$ cat src/rtl/eeprom_arbiter.sv
// eeprom_arbiter
//   Shares one I2C EEPROM master between two clients. Each client asks for a
//   single byte read or write. The arbiter picks a winner round-robin and
//   launches the master with the winner's captured fields. It waits for the
//   master to finish, with a timeout abort, and then reports the result back
//   to the winning client only.
//
// Ports
//   clk_in, reset_n          clock, asynchronous active-low reset
//   cX_req/rw/addr/wdata     client X request (held until cX_done)
//   cX_done/err/rdata        client X completion pulse, error flag, read data
//   m_start/rw/addr/wdata    launch pulse and captured fields to the master
//   m_abort                  one-cycle pulse forcing the master to STOP
//   m_done/nack/rdata        completion pulse and result from the master
//   grant                    one-hot current owner (00 = none)
module eeprom_arbiter #(
  parameter int          ADDR_W  = 8,
  parameter logic [15:0] TIMEOUT = 16'd50000
) (
  input  logic              clk_in,
  input  logic              reset_n,
  input  logic              c0_req,
  input  logic              c0_rw,
  input  logic [ADDR_W-1:0] c0_addr,
  input  logic [7:0]        c0_wdata,
  output logic              c0_done,
  output logic              c0_err,
  output logic [7:0]        c0_rdata,
  input  logic              c1_req,
  input  logic              c1_rw,
  input  logic [ADDR_W-1:0] c1_addr,
  input  logic [7:0]        c1_wdata,
  output logic              c1_done,
  output logic              c1_err,
  output logic [7:0]        c1_rdata,
  output logic              m_start,
  output logic              m_rw,
  output logic [ADDR_W-1:0] m_addr,
  output logic [7:0]        m_wdata,
  output logic              m_abort,
  input  logic              m_done,
  input  logic              m_nack,
  input  logic [7:0]        m_rdata,
  output logic [1:0]        grant
);

  typedef enum logic [1:0] {S_IDLE, S_ISSUE, S_WAIT, S_RESP} state_t;

  state_t              state_q, state_d;
  logic [1:0]          grant_q, grant_d;
  logic                last_q, last_d;      // 1 = client 1 was granted last
  logic [15:0]         cnt_q, cnt_d;
  logic                m_rw_q, m_rw_d;
  logic [ADDR_W-1:0]   m_addr_q, m_addr_d;
  logic [7:0]          m_wdata_q, m_wdata_d;
  logic                c0_err_q, c0_err_d, c1_err_q, c1_err_d;
  logic [7:0]          c0_rdata_q, c0_rdata_d, c1_rdata_q, c1_rdata_d;
  logic                abort;
  logic                fin;
  logic                fin_err;
  logic [7:0]          fin_rdata;
  logic                pick1;

  always_ff @(posedge clk_in or negedge reset_n) begin
    if (!reset_n) begin
      state_q    <= S_IDLE;
      grant_q    <= 2'b00;
      last_q     <= 1'b1;
      cnt_q      <= 16'd0;
      m_rw_q     <= 1'b0;
      m_addr_q   <= '0;
      m_wdata_q  <= 8'd0;
      c0_err_q   <= 1'b0;
      c1_err_q   <= 1'b0;
      c0_rdata_q <= 8'd0;
      c1_rdata_q <= 8'd0;
    end else begin
      state_q    <= state_d;
      grant_q    <= grant_d;
      last_q     <= last_d;
      cnt_q      <= cnt_d;
      m_rw_q     <= m_rw_d;
      m_addr_q   <= m_addr_d;
      m_wdata_q  <= m_wdata_d;
      c0_err_q   <= c0_err_d;
      c1_err_q   <= c1_err_d;
      c0_rdata_q <= c0_rdata_d;
      c1_rdata_q <= c1_rdata_d;
    end
  end

  always_comb begin
    state_d    = state_q;
    grant_d    = grant_q;
    last_d     = last_q;
    cnt_d      = cnt_q;
    m_rw_d     = m_rw_q;
    m_addr_d   = m_addr_q;
    m_wdata_d  = m_wdata_q;
    c0_err_d   = c0_err_q;
    c1_err_d   = c1_err_q;
    c0_rdata_d = c0_rdata_q;
    c1_rdata_d = c1_rdata_q;
    abort      = 1'b0;
    fin        = 1'b0;
    fin_err    = 1'b0;
    fin_rdata  = 8'd0;
    // Client 1 wins if it is alone, or on a tie when client 0 went last.
    pick1      = c1_req && (!c0_req || !last_q);

    case (state_q)
      S_IDLE: begin
        if (c0_req || c1_req) begin
          grant_d   = pick1 ? 2'b10 : 2'b01;
          m_rw_d    = pick1 ? c1_rw    : c0_rw;
          m_addr_d  = pick1 ? c1_addr  : c0_addr;
          m_wdata_d = pick1 ? c1_wdata : c0_wdata;
          state_d   = S_ISSUE;
        end
      end
      S_ISSUE: begin
        cnt_d   = 16'd0;
        state_d = S_WAIT;
      end
      S_WAIT: begin
        // A completion arriving on the timeout cycle takes priority over the abort.
        if (m_done) begin
          fin       = 1'b1;
          fin_err   = m_nack;
          fin_rdata = m_rdata;
          state_d   = S_RESP;
        end else if (cnt_q == TIMEOUT - 16'd1) begin
          abort     = 1'b1;
          fin       = 1'b1;
          fin_err   = 1'b1;
          fin_rdata = 8'd0;   // no data came back, so report zero
          state_d   = S_RESP;
        end else begin
          cnt_d = cnt_q + 16'd1;
        end
      end
      S_RESP: begin
        last_d  = grant_q[1];
        grant_d = 2'b00;
        state_d = S_IDLE;
      end
      default: state_d = S_IDLE;
    endcase

    // Results are written into the owner's registers so they are already
    // valid during the RESP cycle, when done pulses.
    if (fin && grant_q[0]) begin
      c0_err_d   = fin_err;
      c0_rdata_d = fin_rdata;
    end
    if (fin && grant_q[1]) begin
      c1_err_d   = fin_err;
      c1_rdata_d = fin_rdata;
    end
  end

  assign m_start  = (state_q == S_ISSUE);
  assign m_abort  = abort;
  assign m_rw     = m_rw_q;
  assign m_addr   = m_addr_q;
  assign m_wdata  = m_wdata_q;
  assign grant    = grant_q;
  assign c0_done  = (state_q == S_RESP) && grant_q[0];
  assign c1_done  = (state_q == S_RESP) && grant_q[1];
  assign c0_err   = c0_err_q;
  assign c1_err   = c1_err_q;
  assign c0_rdata = c0_rdata_q;
  assign c1_rdata = c1_rdata_q;

endmodule

$ cat config.mk
export PLATFORM = sky130hd
export DESIGN_NAME = eeprom_arbiter
export DESIGN_NICKNAME = d
export VERILOG_FILES = /design/src/rtl/eeprom_arbiter.sv
export SDC_FILE = /design/constraint.sdc
export NUM_CORES = 1
export LEC_CHECK = 0
export BUFFER_PORTS_ARGS = -buffer_cell sky130_fd_sc_hd__buf_2
export CAP_MARGIN = 20
export CELL_PAD_IN_SITES_DETAIL_PLACEMENT = 0
export CELL_PAD_IN_SITES_GLOBAL_PLACEMENT = 1
export CORE_MARGIN = 5
export CORE_UTILIZATION = 39
export DETAILED_ROUTE_END_ITERATION = 8
export HOLD_SLACK_MARGIN = 0.03
export PLACE_DENSITY_LB_ADDON = 0.05
export SLEW_MARGIN = 30
export SYNTH_ARGS = -nofsm -noshare
export SYNTH_HDL_FRONTEND = slang
export SYNTH_SLANG_ARGS = --single-unit
export TNS_END_PERCENT = 50
$ cat constraint.sdc
create_clock -name clk_in -period 2.6 [get_ports clk_in]
set_clock_uncertainty 0.05 [all_clocks]
set_input_delay 0.39 -clock clk_in [delete_from_list [all_inputs] [get_ports clk_in]]
set_output_delay 0.39 -clock clk_in [all_outputs]
set_load 0.005 [all_outputs]
# Word level (Yosys, flattened, before mapping)
# Index checks and enable logic that the tools add are counted.
dict set report totals {
  reg_bits 56
  elab_cells 58
  out_inout_bits 41
}
dict set report op_classes {
  mux 22
  reduce_logical 16
  addsub 1
  eq_ne 8
}
# op n
set op_table {}
lappend op_table {{$mux W16} 2}
lappend op_table {{$mux W8} 4}
lappend op_table {{$pmux W16 S2} 1}
lappend op_table {{$add A16 B1 Y16 const B} 1}
lappend op_table {{$eq A16 B16 Y1 const B} 1}
lappend op_table {{$mux W2} 5}
lappend op_table {{$mux W1} 8}
lappend op_table {{$pmux W2 S4} 1}
lappend op_table {{$ne A2 B2 Y1 const B} 3}
lappend op_table {{$reduce_and A2 Y1} 3}
lappend op_table {{$logic_and A1 B1 Y1} 5}
lappend op_table {{$eq A2 B2 Y1 const B} 2}
lappend op_table {{$pmux W2 S2} 1}
lappend op_table {{$reduce_bool A2 Y1} 2}
lappend op_table {{$ne A3 B3 Y1 const B} 1}
lappend op_table {{$reduce_and A3 Y1} 1}
lappend op_table {{$eq A2 B1 Y1 const B} 1}
lappend op_table {{$logic_not A1 Y1} 2}
lappend op_table {{$logic_not A2 Y1} 1}
lappend op_table {{$logic_or A1 B1 Y1} 2}

# Longest topological paths before layout
dict set report logic_depth {
  depth_word 6
  depth_mapped 7
}

# Worst setup path before layout
# OpenSTA, ideal clock, no wires.
dict set report synth_path {
  kind {flip-flop to output port}
  startpoint {reg cnt_q[0]}
  endpoint {out m_abort}
  required_ps 2160
  path_slack_ps 685
  t_arrival_ps 1475
  n_path_buf 0
  path_stages_with_launch 5
  cell_sequence {dfrtp_1 > ha_1 > nand4b_1 > or4_4 > nor3b_1}
}
dict set report synth_between {
  elab_chain_len 4
}
# element line_no
set synth_rtl {}
lappend synth_rtl {{start: declaration} 52} ;# logic [15:0] cnt_q, cnt_d;
lappend synth_rtl {{start signal: assignment} 81} ;# cnt_q <= cnt_d;
lappend synth_rtl {{$eq A16 B16 Y1} 132} ;# end else if (cnt_q == TIMEOUT - 16'd1) begin
lappend synth_rtl {{$mux W1} 132}
lappend synth_rtl {{$mux W1} 127} ;# if (m_done) begin
lappend synth_rtl {{$mux W1} 111} ;# case (state_q)
lappend synth_rtl {{end: declaration} 40} ;# output logic m_abort,
# Every way passes these cells.

# Worst setup path in the final report
# Ends and elaborated chain as after synthesis.

==> impl_table.tex <==
\begin{tabular}{lr}
\hline
Metric & Value \\
\hline
\multicolumn{2}{l}{\textbf{Outcome}} \\
Outcome & finished clean \\
\multicolumn{2}{l}{\textbf{Die}} \\
Die width & about 94 um \\
FP Rows & 30 \\
Core footprint & roughly 0.0068 sq mm \\
Die span in y & approximately 94 um \\
Die Footprint & about 0.0088 sq mm \\
Number of I/O pins & 89 \\
Initial core utilization & 40.15\% \\
\multicolumn{2}{l}{\textbf{Pwr}} \\
Final Power & about 3400 uW \\
Net switching power figure & between 1000 and 1500 uW \\
Leakage power total & about 0.0017 uW \\
Proportion of total power due to net switching & 38.01\% \\
Total power density per cell area & around 1000 mW/mm\^{}2 \\
Cell internal power dissipation & around 2100 uW \\
Combinational group share of total power & a little over two fifths \\
Maximum VDD drop & 0.5493 mV \\
Clock network fraction of design power & $\sim$15\% \\
Portion of total power attributed to sequential cells & between 40 and 50\% \\
\multicolumn{2}{l}{\textbf{Job}} \\
Number of max-cap violations & 0 \\
\multicolumn{2}{l}{\textbf{Synth}} \\
Leading post-synthesis cells by cell area & sky130\_fd\_sc\_hd\_\_dfrtp\_1 (50\%), sky130\_fd\_sc\_hd\_\_a222oi\_1 (6.2\%), sky130\_fd\_sc\_hd\_\_a22o\_1 (5.8\%) \\
Cell type contributing the most total cell area after synthesis & sky130\_fd\_sc\_hd\_\_dfrtp\_1 \\
Synth Area in Simple Gates & 15.37\% \\
EDFF count, synth & 0 \\
Sequential element share of the synthesized area & about half \\
Share of synthesized cell area in full adder, half adder and majority cells & 2.752\% \\
Share of flip-flops with an asynchronous set or reset after synthesis & 100.0\% \\
Number of synthesized register bits & between 50 and 60 \\
Predominant post-synthesis flop cell & sky130\_fd\_sc\_hd\_\_dfrtp\_1 \\
Fraction of synthesized area in multiplexers & $\sim$1.1\% \\
Compound-gate portion of the synthesized area & about a quarter \\
Synthesized cell area & roughly 0.0027 sq mm \\
Yosys top cell area share & 50.46\% \\
Main combinational cell family by area after synthesis & compound AO/OA/AOI/OAI gates \\
Per-instance average area after synthesis & 11.18 sq um \\
Synthesized-area fraction occupied by xor and xnor cells & 0\% \\
Distinct cells, synth & 54 \\
Synthesized net count & 298 \\
Gate count of the mapped netlist & roughly 240 \\
Synth warnings & 0 \\
\multicolumn{2}{l}{\textbf{Timing}} \\
Number of slew-limit violations in the final report & 0 \\
Number of endpoints failing setup at the final stage & 0 \\
Final total negative setup slack & 0 ps \\
Worst slew margin & slightly below 50\% \\
Ratio of final minimum period to clock period & a little over nine tenths \\
Period minus WS final & 2445 ps \\
Slew at the pin closest to its max-slew limit & $\sim$760 ps \\
Hold Vio Cnt, Final & 0 \\
Unrepaired setup endpoints after global routing & no \\
Achievable frequency & about 400 MHz \\
Final Hold Slack & about 230 ps \\
\multicolumn{2}{l}{\textbf{Drt}} \\
Number of design rule violations left after detail routing & 0 \\
WL final & approximately 7.4 mm \\
Total number of vias & 2433 \\
DR pass1 iterations & 7 \\
Avg WL per Cell & between 15 and 20 um \\
Avg Vias per Cell & $\sim$5.6 \\
Remaining number of nets flagged by the antenna check after routing & 0 \\
DRT iter0 DRCs & about 150 \\
\multicolumn{2}{l}{\textbf{Global route}} \\
Total routing usage reported by global routing & 17.02\% \\
Overflow left after global routing & 0 \\
Largest net degree at the start of global routing & between 50 and 60 \\
Vias in the first global route & $\sim$2.3k \\
Wire length of the first global-routing pass & roughly 12 mm \\
Initial antenna violation count & 0 \\
\multicolumn{2}{l}{\textbf{Clocking}} \\
Clock Tree Buf Depth & 2 \\
Clock-pin transition on the worst setup and hold timing paths & $\sim$100 ps \\
Maximum level of the CTS H-tree & 2 \\
Clock Root Buffer & sky130\_fd\_sc\_hd\_\_clkbuf\_8 \\
Total number of clock tree sinks & 56 \\
Clock network latency to the later pin of the worst-skew pair & $\sim$310 ps \\
CTS tree & done \\
Inserted Clock Buffers & 5 \\
\multicolumn{2}{l}{\textbf{Worst setup path}} \\
Destination of the critical timing path & m\_abort \\
Data arrival time of the worst path & $\sim$2000 ps \\
Depth of the worst register-to-register path & 7 \\
Launching instance or port of the critical path & cnt\_q[0]\$\_DFFE\_PN0P\_ \\
Launching point of the worst reg2reg path & cnt\_q[0]\$\_DFFE\_PN0P\_ \\
Flop2flop setup slack & 270 ps \\
Type of element launching the critical path & flop \\
Worst setup path class & reg2out \\
Required time worst endpoint & around 2200 ps \\
Type of element capturing the critical path & output port \\
Critical Path Fanout Max & 4 \\
Critical register-to-register path endpoint & cnt\_q[8]\$\_DFFE\_PN0P\_ \\
\multicolumn{2}{l}{\textbf{Finish}} \\
Area occupied by registers & 0.001403 sq mm \\
Area used by multi-input combinational logic & $\sim$0.0012 sq mm \\
Area overhead of the layout relative to synthesis & 26.01\% \\
Number of fill cells in the layout & 658 \\
Non-Filler Instances & roughly 440 \\
Fraction of layout instances using a drive strength above 1 & 35.40\% \\
Post-Route Utilization & between 50 and 60\% \\
Layout Nets & 392 \\
Ant diodes & 0 \\
\multicolumn{2}{l}{\textbf{Place}} \\
RD Place Congestion & about 0.84 \\
\# port buffers & 88 \\
HPWL reported at the end of detailed placement & about 5.3 mm \\
Cell Count Post-Placement & 421 \\
\multicolumn{2}{l}{\textbf{Worst hold path}} \\
WHS Path Cells & 3 \\
Tightest Hold Check Type & in2reg \\
\hline
\end{tabular}
-- cell usage in the layout (no fill, tap or decap), types with 3 or more instances in the layout --
cell type / count
sky130_fd_sc_hd__nand4_1: 4
sky130_fd_sc_hd__a222oi_1: 17
sky130_fd_sc_hd__a31oi_1: 7
sky130_fd_sc_hd__buf_2: 88
sky130_fd_sc_hd__nand3_1: 10
sky130_fd_sc_hd__nor2_1: 3
sky130_fd_sc_hd__o21ai_0: 5
sky130_fd_sc_hd__buf_4: 9
sky130_fd_sc_hd__nor2b_1: 4
sky130_fd_sc_hd__and2_1: 4
sky130_fd_sc_hd__and3_1: 3
sky130_fd_sc_hd__nor3_1: 3
sky130_fd_sc_hd__o211ai_1: 3
sky130_fd_sc_hd__nand2b_1: 3
sky130_fd_sc_hd__ha_1: 5
sky130_fd_sc_hd__mux2i_1: 3
sky130_fd_sc_hd__inv_1: 28
sky130_fd_sc_hd__clkbuf_8: 6
sky130_fd_sc_hd__dfrtp_1: 55
sky130_fd_sc_hd__nand2_1: 11
sky130_fd_sc_hd__and4_1: 4
sky130_fd_sc_hd__a22o_1: 18
-- critical path, cell delays in order (launching register included) --
cell and delay (ps):
sky130_fd_sc_hd__dfrtp_1 390, sky130_fd_sc_hd__ha_2 220, sky130_fd_sc_hd__nand4b_1 200, sky130_fd_sc_hd__or4_4 540, sky130_fd_sc_hd__nor3b_1 190, sky130_fd_sc_hd__buf_2 160
-- metal layers --
metal / vias to the layer above / track usage (%) / share of wire [%]
li1: 1135 / - / -
met1: 1195 / 22.60 / 44
met2: 95 / 27.58 / 46
met3: 8 / 4.264 / 7.8
met4: 0 / 4.813 / 1.5
met5: - / 0 / 0
-- registers in the layout (all words and copies together), names as in the netlist --
name      cells
grant         2
m_rw          1
c0_err        1
m_wdata       8
c1_err        1
c0_rdata      8
last_q        1
c1_rdata      8
state_q       2
m_addr        8
cnt_q        16
-- synthesized netlist by cell type, drive strengths merged (2+ instances only) --
cell type / count
a21oi: 4
a222oi: 17
a22o: 18
a31o: 2
a31oi: 7
a41oi: 2
and2: 4
and3: 3
and4: 4
buf: 4
clkbuf: 8
dfrtp: 55
ha: 6
inv: 28
mux2i: 3
nand2: 11
nand2b: 3
nand3: 12
nand4: 4
nand4b: 2
nand4bb: 2
nor2: 3
nor2b: 4
nor3: 3
nor4: 2
o211ai: 3
o21ai: 6
o2bb2ai: 2
o31ai: 2
o41a: 2
or3: 2
or4: 3
-- cell families (layout without fill, tap and decap cells) --
| logic type | Yosys count | after routing |
|---|---|---|
| adders and majority gates | 6 | 6 |
| and+or+nand+nor | 64 | 64 |
| AOI/OAI and AO/OA | 75 | 75 |
| DFF | 56 | 56 |
| muxes | 3 | 3 |
| buffers and inverters | 40 | 135 |
-- final cells by class --
type,instances,area share [%]
multi-input combinational,148,34.15
timing repair buffer,99,15.65
inverter,28,3.058
clock buffer,6,2.403
clock inverter,2,0.4368
tap,96,3.495
sequential,56,40.81
-- timing repair --
action                     4_1_cts  5_1_grt
hold buffers                     1        0
setup endpoints to repair        0        1
setup buffers                    0        5
hold endpoints to repair        46        0
gates resized for setup          0        1
-- how the worst min path moves through the flow --
stage	startpoint	endpoint	slack, ps
finish	c0_wdata[3]	m_wdata[3]$_DFFE_PN0P_	230
detailed placement	reset_n	m_addr[0]$_DFFE_PN0P_	370
CTS	c0_wdata[3]	m_wdata[3]$_DFFE_PN0P_	220
global route	c0_addr[3]	m_addr[3]$_DFFE_PN0P_	230
global placement	reset_n	m_addr[0]$_DFFE_PN0P_	370
floorplan	reset_n	c0_err$_DFFE_PN0P_	40
-- through the flow --
stage	setup slack [ps]	area (sq um)
after floorplan	685.4	2728
after global placement	234.0	3282
after detailed placement	362.3	3289
after CTS	56.09	3397
after global routing	27.32	3437
final	154.9	3437
-- power groups by stage --
stage | registers, uW | clock network, uW | logic [uW]
floorplan | 1410 | 0 | 851
global placement | 1410 | 0 | 1480
detailed placement | 1420 | 0 | 1490
CTS | 1400 | 535 | 1500
global route | 1440 | 564 | 1660
finish | 1390 | 511 | 1490
Power figures use the tool's default switching activity.
